$ cat src/rtl/pp_buf_pkg.sv
// ============================================================================
// Module      : pp_buf_pkg
// Description : Shared constants and index-width helper for the ping-pong
//               buffer family.
// Revision    : 1.0 - initial release
// ============================================================================
`default_nettype none

package pp_buf_pkg;

    localparam int c_NBUF_MIN = 2;
    localparam int c_NBUF_MAX = 16;

    // Buffer index width; never narrower than one bit.
    function automatic int pp_idx_w(input int n);
        return (n > 2) ? $clog2(n) : 1;
    endfunction

endpackage

`default_nettype wire

$ cat src/rtl/multi_pingpong_buf_if.sv
// ============================================================================
// Module      : multi_pingpong_buf_if
// Description : Writer/reader/status bundle of the multi-buffer ping-pong.
// Revision    : 1.0 - initial release
// ============================================================================
`default_nettype none

interface multi_pingpong_buf_if
    import pp_buf_pkg::*;
#(
    parameter int WIDTH = 8,
    parameter int DEPTH = 16,
    parameter int NBUF  = 2
);

    localparam int c_ADDR_W = $clog2(DEPTH);
    localparam int c_IDX_W  = pp_idx_w(NBUF);
    localparam int c_FILL_W = $clog2(NBUF + 1);

    logic                wr_en;
    logic [c_ADDR_W-1:0] wr_addr;
    logic [WIDTH-1:0]    wr_data;
    logic                wr_commit;
    logic                wr_ready;
    logic [c_IDX_W-1:0]  wr_buf_idx;
    logic                rd_en;
    logic [c_ADDR_W-1:0] rd_addr;
    logic [WIDTH-1:0]    rd_data;
    logic                rd_release;
    logic                rd_valid;
    logic [c_IDX_W-1:0]  rd_buf_idx;
    logic [c_FILL_W-1:0] fill_cnt;
    logic                err_clr;
    logic                err_ovf;
    logic                err_udf;

    modport master (
        output wr_en, wr_addr, wr_data, wr_commit, rd_en, rd_addr, rd_release, err_clr,
        input  wr_ready, wr_buf_idx, rd_data, rd_valid, rd_buf_idx, fill_cnt, err_ovf, err_udf
    );

    modport slave (
        input  wr_en, wr_addr, wr_data, wr_commit, rd_en, rd_addr, rd_release, err_clr,
        output wr_ready, wr_buf_idx, rd_data, rd_valid, rd_buf_idx, fill_cnt, err_ovf, err_udf
    );

endinterface

`default_nettype wire

$ cat src/rtl/ad_mem.sv
// ============================================================================
// Module      : ad_mem
// Description : Simple dual-port RAM, port A write, port B registered read.
// Revision    : 1.0 - initial release
// ============================================================================
`default_nettype none

module ad_mem #(
    parameter int WIDTH = 8,
    parameter int DEPTH = 16
) (
    input  wire logic                     clk,
    input  wire logic                     i_wea,
    input  wire logic [$clog2(DEPTH)-1:0] i_addra,
    input  wire logic [WIDTH-1:0]         i_dina,
    input  wire logic                     i_reb,
    input  wire logic [$clog2(DEPTH)-1:0] i_addrb,
    output logic      [WIDTH-1:0]         o_doutb
);

    logic [WIDTH-1:0] r_mem [DEPTH];

    always_ff @(posedge clk) begin
        if (i_wea) begin
            r_mem[i_addra] <= i_dina;
        end
    end

    always_ff @(posedge clk) begin
        if (i_reb) begin
            o_doutb <= r_mem[i_addrb];
        end
    end

endmodule

`default_nettype wire

$ cat src/rtl/pp_ring_ctrl.sv
// ============================================================================
// Module      : pp_ring_ctrl
// Description : Ring ownership control: write/read pointers, fill count and
//               sticky overflow/underflow flags.
// Revision    : 1.0 - initial release
// ============================================================================
`default_nettype none

module pp_ring_ctrl
    import pp_buf_pkg::*;
#(
    parameter int NBUF = 2
) (
    input  wire logic                         clk,
    input  wire logic                         rst,
    input  wire logic                         i_wr_commit,
    input  wire logic                         i_rd_release,
    input  wire logic                         i_err_clr,
    output logic      [pp_idx_w(NBUF)-1:0]    o_wr_ptr,
    output logic      [pp_idx_w(NBUF)-1:0]    o_rd_ptr,
    output logic      [$clog2(NBUF+1)-1:0]    o_fill,
    output logic                              o_wr_ready,
    output logic                              o_rd_valid,
    output logic                              o_err_ovf,
    output logic                              o_err_udf
);

    localparam int c_IDX_W  = pp_idx_w(NBUF);
    localparam int c_FILL_W = $clog2(NBUF + 1);
    localparam logic [c_IDX_W-1:0] c_LAST = c_IDX_W'(NBUF - 1);

    if (NBUF < c_NBUF_MIN || NBUF > c_NBUF_MAX) begin : g_bad_nbuf
        $error("pp_ring_ctrl: NBUF out of range");
    end

    logic [c_IDX_W-1:0]  r_wr_ptr;
    logic [c_IDX_W-1:0]  r_rd_ptr;
    logic [c_FILL_W-1:0] r_fill;
    logic                r_err_ovf;
    logic                r_err_udf;
    logic                w_commit_ok;
    logic                w_release_ok;

    assign o_wr_ready   = (r_fill < c_FILL_W'(NBUF));
    assign o_rd_valid   = (r_fill != '0);
    assign w_commit_ok  = i_wr_commit  & o_wr_ready;
    assign w_release_ok = i_rd_release & o_rd_valid;

    always_ff @(posedge clk or posedge rst) begin
        if (rst) begin
            r_wr_ptr  <= '0;
            r_rd_ptr  <= '0;
            r_fill    <= '0;
            r_err_ovf <= 1'b0;
            r_err_udf <= 1'b0;
        end else begin
            if (w_commit_ok) begin
                r_wr_ptr <= (r_wr_ptr == c_LAST) ? '0 : r_wr_ptr + c_IDX_W'(1);
            end
            if (w_release_ok) begin
                r_rd_ptr <= (r_rd_ptr == c_LAST) ? '0 : r_rd_ptr + c_IDX_W'(1);
            end
            unique case ({w_commit_ok, w_release_ok})
                2'b10:   r_fill <= r_fill + c_FILL_W'(1);
                2'b01:   r_fill <= r_fill - c_FILL_W'(1);
                default: r_fill <= r_fill;
            endcase
            // A fresh error wins over a clear in the same cycle.
            if (i_wr_commit && !o_wr_ready) begin
                r_err_ovf <= 1'b1;
            end else if (i_err_clr) begin
                r_err_ovf <= 1'b0;
            end
            if (i_rd_release && !o_rd_valid) begin
                r_err_udf <= 1'b1;
            end else if (i_err_clr) begin
                r_err_udf <= 1'b0;
            end
        end
    end

    assign o_wr_ptr  = r_wr_ptr;
    assign o_rd_ptr  = r_rd_ptr;
    assign o_fill    = r_fill;
    assign o_err_ovf = r_err_ovf;
    assign o_err_udf = r_err_udf;

endmodule

`default_nettype wire

$ cat src/rtl/multi_pingpong_buf.sv
// ============================================================================
// Module      : multi_pingpong_buf
// Description : N-bank ping-pong buffer; writer fills and commits banks,
//               reader drains and releases them in ring order.
// Revision    : 1.0 - initial release
// ============================================================================
`default_nettype none

module multi_pingpong_buf
    import pp_buf_pkg::*;
#(
    parameter int WIDTH = 8,
    parameter int DEPTH = 16,
    parameter int NBUF  = 2
) (
    input wire logic             clk,
    input wire logic             rst,
    multi_pingpong_buf_if.slave  bus
);

    localparam int c_IDX_W = pp_idx_w(NBUF);

    logic [c_IDX_W-1:0] w_wr_ptr;
    logic [c_IDX_W-1:0] w_rd_ptr;
    logic               w_wr_ready;
    logic [WIDTH-1:0]   w_bank_dout [NBUF];
    logic [c_IDX_W-1:0] r_rd_sel;
    logic               r_rd_seen;

    pp_ring_ctrl #(.NBUF(NBUF)) u_ring (
        .clk          (clk),
        .rst          (rst),
        .i_wr_commit  (bus.wr_commit),
        .i_rd_release (bus.rd_release),
        .i_err_clr    (bus.err_clr),
        .o_wr_ptr     (w_wr_ptr),
        .o_rd_ptr     (w_rd_ptr),
        .o_fill       (bus.fill_cnt),
        .o_wr_ready   (w_wr_ready),
        .o_rd_valid   (bus.rd_valid),
        .o_err_ovf    (bus.err_ovf),
        .o_err_udf    (bus.err_udf)
    );

    for (genvar b = 0; b < NBUF; b++) begin : g_bank
        ad_mem #(.WIDTH(WIDTH), .DEPTH(DEPTH)) u_mem (
            .clk     (clk),
            .i_wea   (bus.wr_en && w_wr_ready && (w_wr_ptr == c_IDX_W'(b))),
            .i_addra (bus.wr_addr),
            .i_dina  (bus.wr_data),
            .i_reb   (bus.rd_en),
            .i_addrb (bus.rd_addr),
            .o_doutb (w_bank_dout[b])
        );
    end

    // Bank select is latched with rd_en so a same-cycle release cannot
    // redirect the data; r_rd_seen masks unreset RAM outputs after reset.
    always_ff @(posedge clk or posedge rst) begin
        if (rst) begin
            r_rd_sel  <= '0;
            r_rd_seen <= 1'b0;
        end else if (bus.rd_en) begin
            r_rd_sel  <= w_rd_ptr;
            r_rd_seen <= 1'b1;
        end
    end

    assign bus.rd_data    = r_rd_seen ? w_bank_dout[r_rd_sel] : '0;
    assign bus.wr_ready   = w_wr_ready;
    assign bus.wr_buf_idx = w_wr_ptr;
    assign bus.rd_buf_idx = w_rd_ptr;

endmodule

`default_nettype wire

$ cat src/flat_wrapper.sv
// flat-port wrapper written by rule: the top's interface ports become plain ports
module multi_pingpong_buf_flat import pp_buf_pkg::*;
#(
    parameter int WIDTH = 8,
    parameter int DEPTH = 16,
    parameter int NBUF  = 2
)
  (clk, rst, bus_wr_en, bus_wr_addr, bus_wr_data, bus_wr_commit, bus_rd_en, bus_rd_addr, bus_rd_release, bus_err_clr, bus_wr_ready, bus_wr_buf_idx, bus_rd_data, bus_rd_valid, bus_rd_buf_idx, bus_fill_cnt, bus_err_ovf, bus_err_udf);
  multi_pingpong_buf_if #(.WIDTH(WIDTH), .DEPTH(DEPTH), .NBUF(NBUF)) bus_i ();
  input wire logic clk;
  input wire logic rst;
  input wire logic [$bits(bus_i.wr_en)-1:0] bus_wr_en;
  input wire logic [$bits(bus_i.wr_addr)-1:0] bus_wr_addr;
  input wire logic [$bits(bus_i.wr_data)-1:0] bus_wr_data;
  input wire logic [$bits(bus_i.wr_commit)-1:0] bus_wr_commit;
  input wire logic [$bits(bus_i.rd_en)-1:0] bus_rd_en;
  input wire logic [$bits(bus_i.rd_addr)-1:0] bus_rd_addr;
  input wire logic [$bits(bus_i.rd_release)-1:0] bus_rd_release;
  input wire logic [$bits(bus_i.err_clr)-1:0] bus_err_clr;
  output wire logic [$bits(bus_i.wr_ready)-1:0] bus_wr_ready;
  output wire logic [$bits(bus_i.wr_buf_idx)-1:0] bus_wr_buf_idx;
  output wire logic [$bits(bus_i.rd_data)-1:0] bus_rd_data;
  output wire logic [$bits(bus_i.rd_valid)-1:0] bus_rd_valid;
  output wire logic [$bits(bus_i.rd_buf_idx)-1:0] bus_rd_buf_idx;
  output wire logic [$bits(bus_i.fill_cnt)-1:0] bus_fill_cnt;
  output wire logic [$bits(bus_i.err_ovf)-1:0] bus_err_ovf;
  output wire logic [$bits(bus_i.err_udf)-1:0] bus_err_udf;
  assign bus_i.wr_en = bus_wr_en;
  assign bus_i.wr_addr = bus_wr_addr;
  assign bus_i.wr_data = bus_wr_data;
  assign bus_i.wr_commit = bus_wr_commit;
  assign bus_i.rd_en = bus_rd_en;
  assign bus_i.rd_addr = bus_rd_addr;
  assign bus_i.rd_release = bus_rd_release;
  assign bus_i.err_clr = bus_err_clr;
  assign bus_wr_ready = bus_i.wr_ready;
  assign bus_wr_buf_idx = bus_i.wr_buf_idx;
  assign bus_rd_data = bus_i.rd_data;
  assign bus_rd_valid = bus_i.rd_valid;
  assign bus_rd_buf_idx = bus_i.rd_buf_idx;
  assign bus_fill_cnt = bus_i.fill_cnt;
  assign bus_err_ovf = bus_i.err_ovf;
  assign bus_err_udf = bus_i.err_udf;
  multi_pingpong_buf #(.WIDTH(WIDTH), .DEPTH(DEPTH), .NBUF(NBUF)) u_core (.clk(clk), .rst(rst), .bus(bus_i));
endmodule
$ cat config.mk
export PLATFORM = sky130hd
export DESIGN_NAME = multi_pingpong_buf_flat
export DESIGN_NICKNAME = d
export VERILOG_FILES = /design/src/rtl/pp_buf_pkg.sv /design/src/rtl/multi_pingpong_buf_if.sv /design/src/rtl/ad_mem.sv /design/src/rtl/pp_ring_ctrl.sv /design/src/rtl/multi_pingpong_buf.sv /design/src/flat_wrapper.sv
export SDC_FILE = /design/constraint.sdc
export NUM_CORES = 1
export LEC_CHECK = 0
export BUFFER_PORTS_ARGS = -buffer_cell sky130_fd_sc_hd__buf_2
export CORE_ASPECT_RATIO = 0.9
export CORE_MARGIN = 2
export CORE_UTILIZATION = 25
export DETAILED_ROUTE_END_ITERATION = 7
export HOLD_SLACK_MARGIN = 0.12
export PLACE_DENSITY_LB_ADDON = 0.2
export SLEW_MARGIN = 20
export SYNTH_ARGS = -nofsm -noshare
export SYNTH_HDL_FRONTEND = slang
export SYNTH_SLANG_ARGS = --single-unit
export TNS_END_PERCENT = 20
$ cat constraint.sdc
create_clock -name clk -period 2.2 [get_ports clk]
set_clock_uncertainty 0.1 [all_clocks]
set_input_delay 0.44 -clock clk [delete_from_list [all_inputs] [get_ports clk]]
set_output_delay 0.44 -clock clk [all_outputs]
set_load 0.01 [all_outputs]
# [After elaboration in Yosys (flattened, before gate mapping)]
# Memories as Yosys holds them, arrays and structs flattened. A register that Yosys moved wholly into a read port is not among the register bits.
# Cells that the tools add are included.
[totals] memories=2 out_inout_bits=16 ff_bits=8 wordCells=46 ram_bits=256
[memory_table] memory="u_core.g_bank[0].u_mem.r_mem" words=16 word_bits=8 rd=1 rd_ports_with_merged_regs=1 write_ports=1 line_no="ad_mem.sv:21" rtl="logic [WIDTH-1:0] r_mem [DEPTH];"
[memory_table] memory="u_core.g_bank[1].u_mem.r_mem" words=16 word_bits=8 rd=1 rd_ports_with_merged_regs=1 write_ports=1 line_no="ad_mem.sv:21"
[classes] bitwise_logic=4 eq_ne=2 addsub=4 reduce_logical=11 n_mux=14 n_lt_le_gt_ge=2
[op_table] operator="$mux 8" count=4
[op_table] operator="$mux 1" count=9
[op_table] operator="$reduce_bool 2->1" count=4
[op_table] operator="$logic_and 1x1->1" count=5
[op_table] operator="$pmux 2 s2" count=1
[op_table] operator="$add 1x1->1 const B" count=2
[op_table] operator="$add 2x1->2 const B" count=1
[op_table] operator="$and 1x1->1" count=2
[op_table] operator="$eq 2x1->1 const B" count=1
[op_table] operator="$eq 2x2->1 const B" count=1
[op_table] operator="$ge 2x2->1 const B" count=1
[op_table] operator="$logic_not 1->1" count=2
[op_table] operator="$lt 2x2->1 const B" count=1
[op_table] operator="$not 1->2" count=1
[op_table] operator="$sub 2x1->2 const B" count=1
[op_table] operator="$not 1->1" count=1

# [Longest topological paths before layout]
[depth] depth_word=5 ltp_mapped=6 depth_no_buf=6

# [By module]
# From an unflattened synthesis, not the netlist that was laid out.
[unflattened] hier_cells=507 hier_area_um2=10946.7
[modules_own_cells] mod="ad_mem" cells_per_inst=229 instances=2 area_each_um2=5227.5
[modules_own_cells] mod="pp_ring_ctrl" cells_per_inst=24 instances=1 area_each_um2=265.3
[modules_own_cells] mod="multi_pingpong_buf" cells_per_inst=25 instances=1 area_each_um2=226.5

# [Least setup slack after synthesis]
# Ideal clock, no wire load.
[synth_timing] path_kind="input port to flip-flop" start="input bus_rd_addr[0]" end="register u_core.g_bank[0].u_mem.o_doutb[3] (read register of u_core.g_bank[0].u_mem.r_mem), data pin" t_arrival_ns=1.513 required_time_ns=1.841 path_buffers=2 setup_ns=0.259 cell_stages=5 slack_ns=0.328 cell_sequence="buf_6 -> buf_6 -> mux4_1 -> a22oi_1 -> nand2_1"
[synth_rtl] item="from (decl)" line_no="flat_wrapper.sv:17" rtl="input wire logic [$bits(bus_i.rd_addr)-1:0] bus_rd_addr;"
[synth_rtl] item="to (decl)" line_no="ad_mem.sv:18" rtl="output logic [WIDTH-1:0] o_doutb"

# [Worst setup path in the final report]
[layout_timing] start="register u_core.r_rd_sel" end="output bus_rd_data[7]"
[layout_between] elab_chain_cells=5
[layout_rtl] item="from (decl)" line_no="multi_pingpong_buf.sv:27" rtl="logic [c_IDX_W-1:0] r_rd_sel;"
[layout_rtl] item="from (signal assigned)" line_no="multi_pingpong_buf.sv:64" rtl="r_rd_sel <= w_rd_ptr;"
[layout_rtl] item="$not 1->2 (not written as such)" line_no="multi_pingpong_buf.sv:69" rtl="assign bus.rd_data = r_rd_seen ? w_bank_dout[r_rd_sel] : '0;"
[layout_rtl] item="$mux 8 (not written as such) (3 in a row)" line_no="multi_pingpong_buf.sv:69"
[layout_rtl] item="$mux 8" line_no="multi_pingpong_buf.sv:69"
[layout_rtl] item="to (decl)" line_no="flat_wrapper.sv:22" rtl="output wire logic [$bits(bus_i.rd_data)-1:0] bus_rd_data;"
# No other way between the ends. The select of a mux whose other input is x is not followed.

==> impl_metrics.csv <==
group,metric,value,unit
worst_setup_path,critPathCaptureType,"output pin",
power,p_sw,2.663,mW
cells_and_area,multi_input_area,2268,sq um
timing,rsz0062_at_grt,"true",
floorplan,die_y,201.0,um
synthesis,syn_area,10780,sq um
clock_network,htreeDepth,1,
clock_network,cts_buffers,29,
routing,wl_per_cell,20.71,um
routing,vias_per_cell,4.324,
worst_setup_path,cp.required,1.66,ns
synthesis,syn_inst,506,
routing,first_pass_iters,4,
cells_and_area,drive_gt1_share,30.76,%
cells_and_area,final_common_cell,"edfxtp_1",
placed_design,placed_area,12060,sq um
clock_network,root_buffer,"clkbuf_16",
synthesis,synth_seq_cells,280,
timing,slew_headroom,38.47,%
worst_setup_path,worst-setup-path-type,"reg -> out",
worst_setup_path,critPathMaxStageDelay,0.52,ns
routing,vias,5146,
floorplan,floorplan.initialDensity,25.20,%
worst_setup_path,r2r_cells,3,
timing,setup_viol,0,
synthesis,yosysWarnings,0,
power,internal-power,9.159,mW
power,peakVddDrop,0.5666,mV
cells_and_area,final_cell_mix,"272 x edfxtp_1, 54 x buf_4, 53 x mux4_2",
timing,slew_violations,0,
floorplan,fp-row-count,72,
worst_setup_path,path_cells,"mux2i_2 > nor2b_1 > buf_2",
floorplan,core,42790,sq um
power,switching_share,22.53,%
global_routing,grt_pass1_vias,5552,
global_routing,grt_usage,10.98,%
routing,drt-initial-drc-count,398,
timing,fmax,465.2,MHz
clock_network,worstSkewPairLatency,0.55,ns
synthesis,yosys-top-cells-area,"edfxtp_1 76%, mux4_2 11%, mux4_1 2.7%",
global_routing,overflow,0,
worst_setup_path,cp-start-kind,"register",
global_routing,antenna_found_initial,3,
cells_and_area,largest-register,"u_core.g_bank.u_mem.r_mem",
worst_hold_path,hp-class,"in -> reg",
timing,hold_viol,0,
timing,worstMarginPinSlew,0.9210,ns
synthesis,synth_top_area_share,75.76,%
run_status,status,"finished, final reports clean",
worst_setup_path,cp_slowest_cell,"dfrtp_2",
routing,route.detailed.drc,0,
clock_network,clk_pin_slew,0.06,ns
floorplan,die-area,44810,sq um
clock_network,clockBufferDepth,3,
worst_setup_path,crit_fanout,8,
synthesis,synth.largest_area_cell,"edfxtp_1",
timing,timing.final.crit_share,97.71,%
power,clkPwrFrac,38.5,%
floorplan,die_x,222.9,um
synthesis,syn_nets,530,
floorplan,io_pins,39,
worst_hold_path,hold_depth,3,
cells_and_area,fill_cells,4113,
power,combPwrFrac,9.3,%
placed_design,hpwlAfterDp,15.71,mm
job,cap_violations,0,
timing,fin_ws,0.05040,ns
power,sequentialPowerShare,52.1,%
timing,period_minus_slack,2.150,ns
placed_design,dp_slack,-0.1197,ns
synthesis,ys_seq_area_share,77.61,%
routing,wirelength,24.65,mm
power,leakage,4.267,nW
clock_network,cts_tree,"built",
routing,postRouteAntennaNets,0,
clock_network,cts.sink_count,280,
cells_and_area,seq_area,8369,sq um
worst_setup_path,cp_data_arrival_time,1.61,ns
synthesis,ys_types,27,
global_routing,grt_start_max_net_pins,33,
cells_and_area,syn_to_final_growth,20.55,%
global_routing,grt_pass1_wl,36.45,mm
cells_and_area,final_area,13000,sq um
synthesis,post_synth.cell_area_avg,21.31,sq um
placed_design,gp_congestion,0.7331,
cells_and_area,largest_reg_flops,256,
cells_and_area,nets,638,
power,powerDensity,909.6,nW/um^2
placed_design,numPortBuffers,38,
==> synthesized netlist by cell type <==
cell type	count
mux2i_1	8
o21ai_0	1
mux4_2	53
and3b_1	2
or2_2	3
nand4_1	2
buf_2	2
nand2_1	25
clkbuf_1	11
buf_4	3
and2_1	2
xnor2_1	4
dfrtp_1	8
inv_1	5
nor2b_1	11
nand2b_1	2
ha_1	1
a22oi_1	32
nor3b_1	1
mux4_1	11
o22ai_1	1
xor2_1	1
buf_6	4
mux2_2	1
nor2_1	35
buf_1	5
edfxtp_1	272
==> critical path, delay by kind of cell (launching register included) <==
family	cells	cell delay [ns]
buf+inv	1	0.14
simple gates	1	0.08
flops	1	0.52
mux	1	0.33
==> per-stage QoR <==
stage | hold slack [ns] | instances | util, % | total power [mW] | setup TNS (ns)
finish | 0.1777 | 1190 | 30.37 | 11.82 | 0
global route | 0.1940 | 1190 | 30.37 | 12.29 | -0.01855
CTS | 0.1548 | 1189 | 30.36 | 11.99 | 0
detailed placement | 0.3129 | 1133 | 28.19 | 7.361 | -0.1245
floorplan | 0.1557 | 506 | - | 6.817 | 0
global placement | 0.2897 | 1133 | 28.19 | 7.336 | -0.1024
==> cell families (layout without fill, tap and decap cells) <==
group | count (synthesis) | in the layout | share of synthesized area [%]
adders and majority gates | 1 | 1 | 0.1160
other | 0 | 1 | 0
xor gates and xnor gates | 5 | 5 | 0.4062
and+or+nand+nor | 83 | 83 | 3.482
muxes | 73 | 73 | 14.60
DFF | 280 | 280 | 77.61
AOI/OAI and AO/OA | 34 | 34 | 2.333
buffers and inverters | 30 | 158 | 1.451
==> per-layer routing <==
layer / track usage [%] / vias to the layer above / share of wire, %
met5: 0 / - / 0.097
met4: 2.661 / 4 / 2.0
met3: 1.903 / 34 / 4.1
met2: 18.40 / 94 / 49
met1: 14.86 / 2716 / 45
li1: - / 2298 / -
==> power by group through the flow <==
stage | Sequential (mW) | Combinational [mW] | Clock [mW]
finish | 6.16 | 1.10 | 4.55
CTS | 6.17 | 1.13 | 4.70
global placement | 6.27 | 1.07 | 0
floorplan | 6.22 | 0.594 | 0
detailed placement | 6.28 | 1.08 | 0
global route | 6.18 | 1.21 | 4.90
==> area by class of cell <==
| class | count | share of cell area (%) |
|---|---|---|
| sequential | 280 | 64.39 |
| multi-input combinational | 196 | 17.45 |
| timing repair buffer | 102 | 5.930 |
| clock buffer | 35 | 5.757 |
| tap | 555 | 5.343 |
| clock inverter | 16 | 0.9626 |
| inverter | 5 | 0.1444 |
| antenna | 1 | 0.01925 |
==> timing repair <==
action                                 4_1_cts  5_1_grt
setup buffers                                1        0
hold buffers                                 4        0
endpoints found under the hold margin       11        0
resized for setup                            3        1
setup endpoints to repair                    6        4
==> worst paths after layout <==
kind	start	end	slack, ns
max	u_core.r_rd_sel$_DFFE_PP0P_	bus_rd_data[7]	0.05
min	bus_rd_release	u_core.u_ring.o_rd_ptr$_DFFE_PP0P_	0.18
max reg2reg	u_core.g_bank[1].u_mem.r_mem[1][5]$_DFFE_PP_	u_core.g_bank[1].u_mem.o_doutb[5]$_DFFE_PP_	0.39
min reg2reg	u_core.u_ring.o_rd_ptr$_DFFE_PP0P_	u_core.u_ring.o_rd_ptr$_DFFE_PP0P_	0.41
max in group asynchronous	rst	u_core.r_rd_sel$_DFFE_PP0P_	1.41
min in group asynchronous	rst	u_core.u_ring.o_fill[0]$_DFFE_PP0P_	0.31
Power figures use the tool's default switching activity.
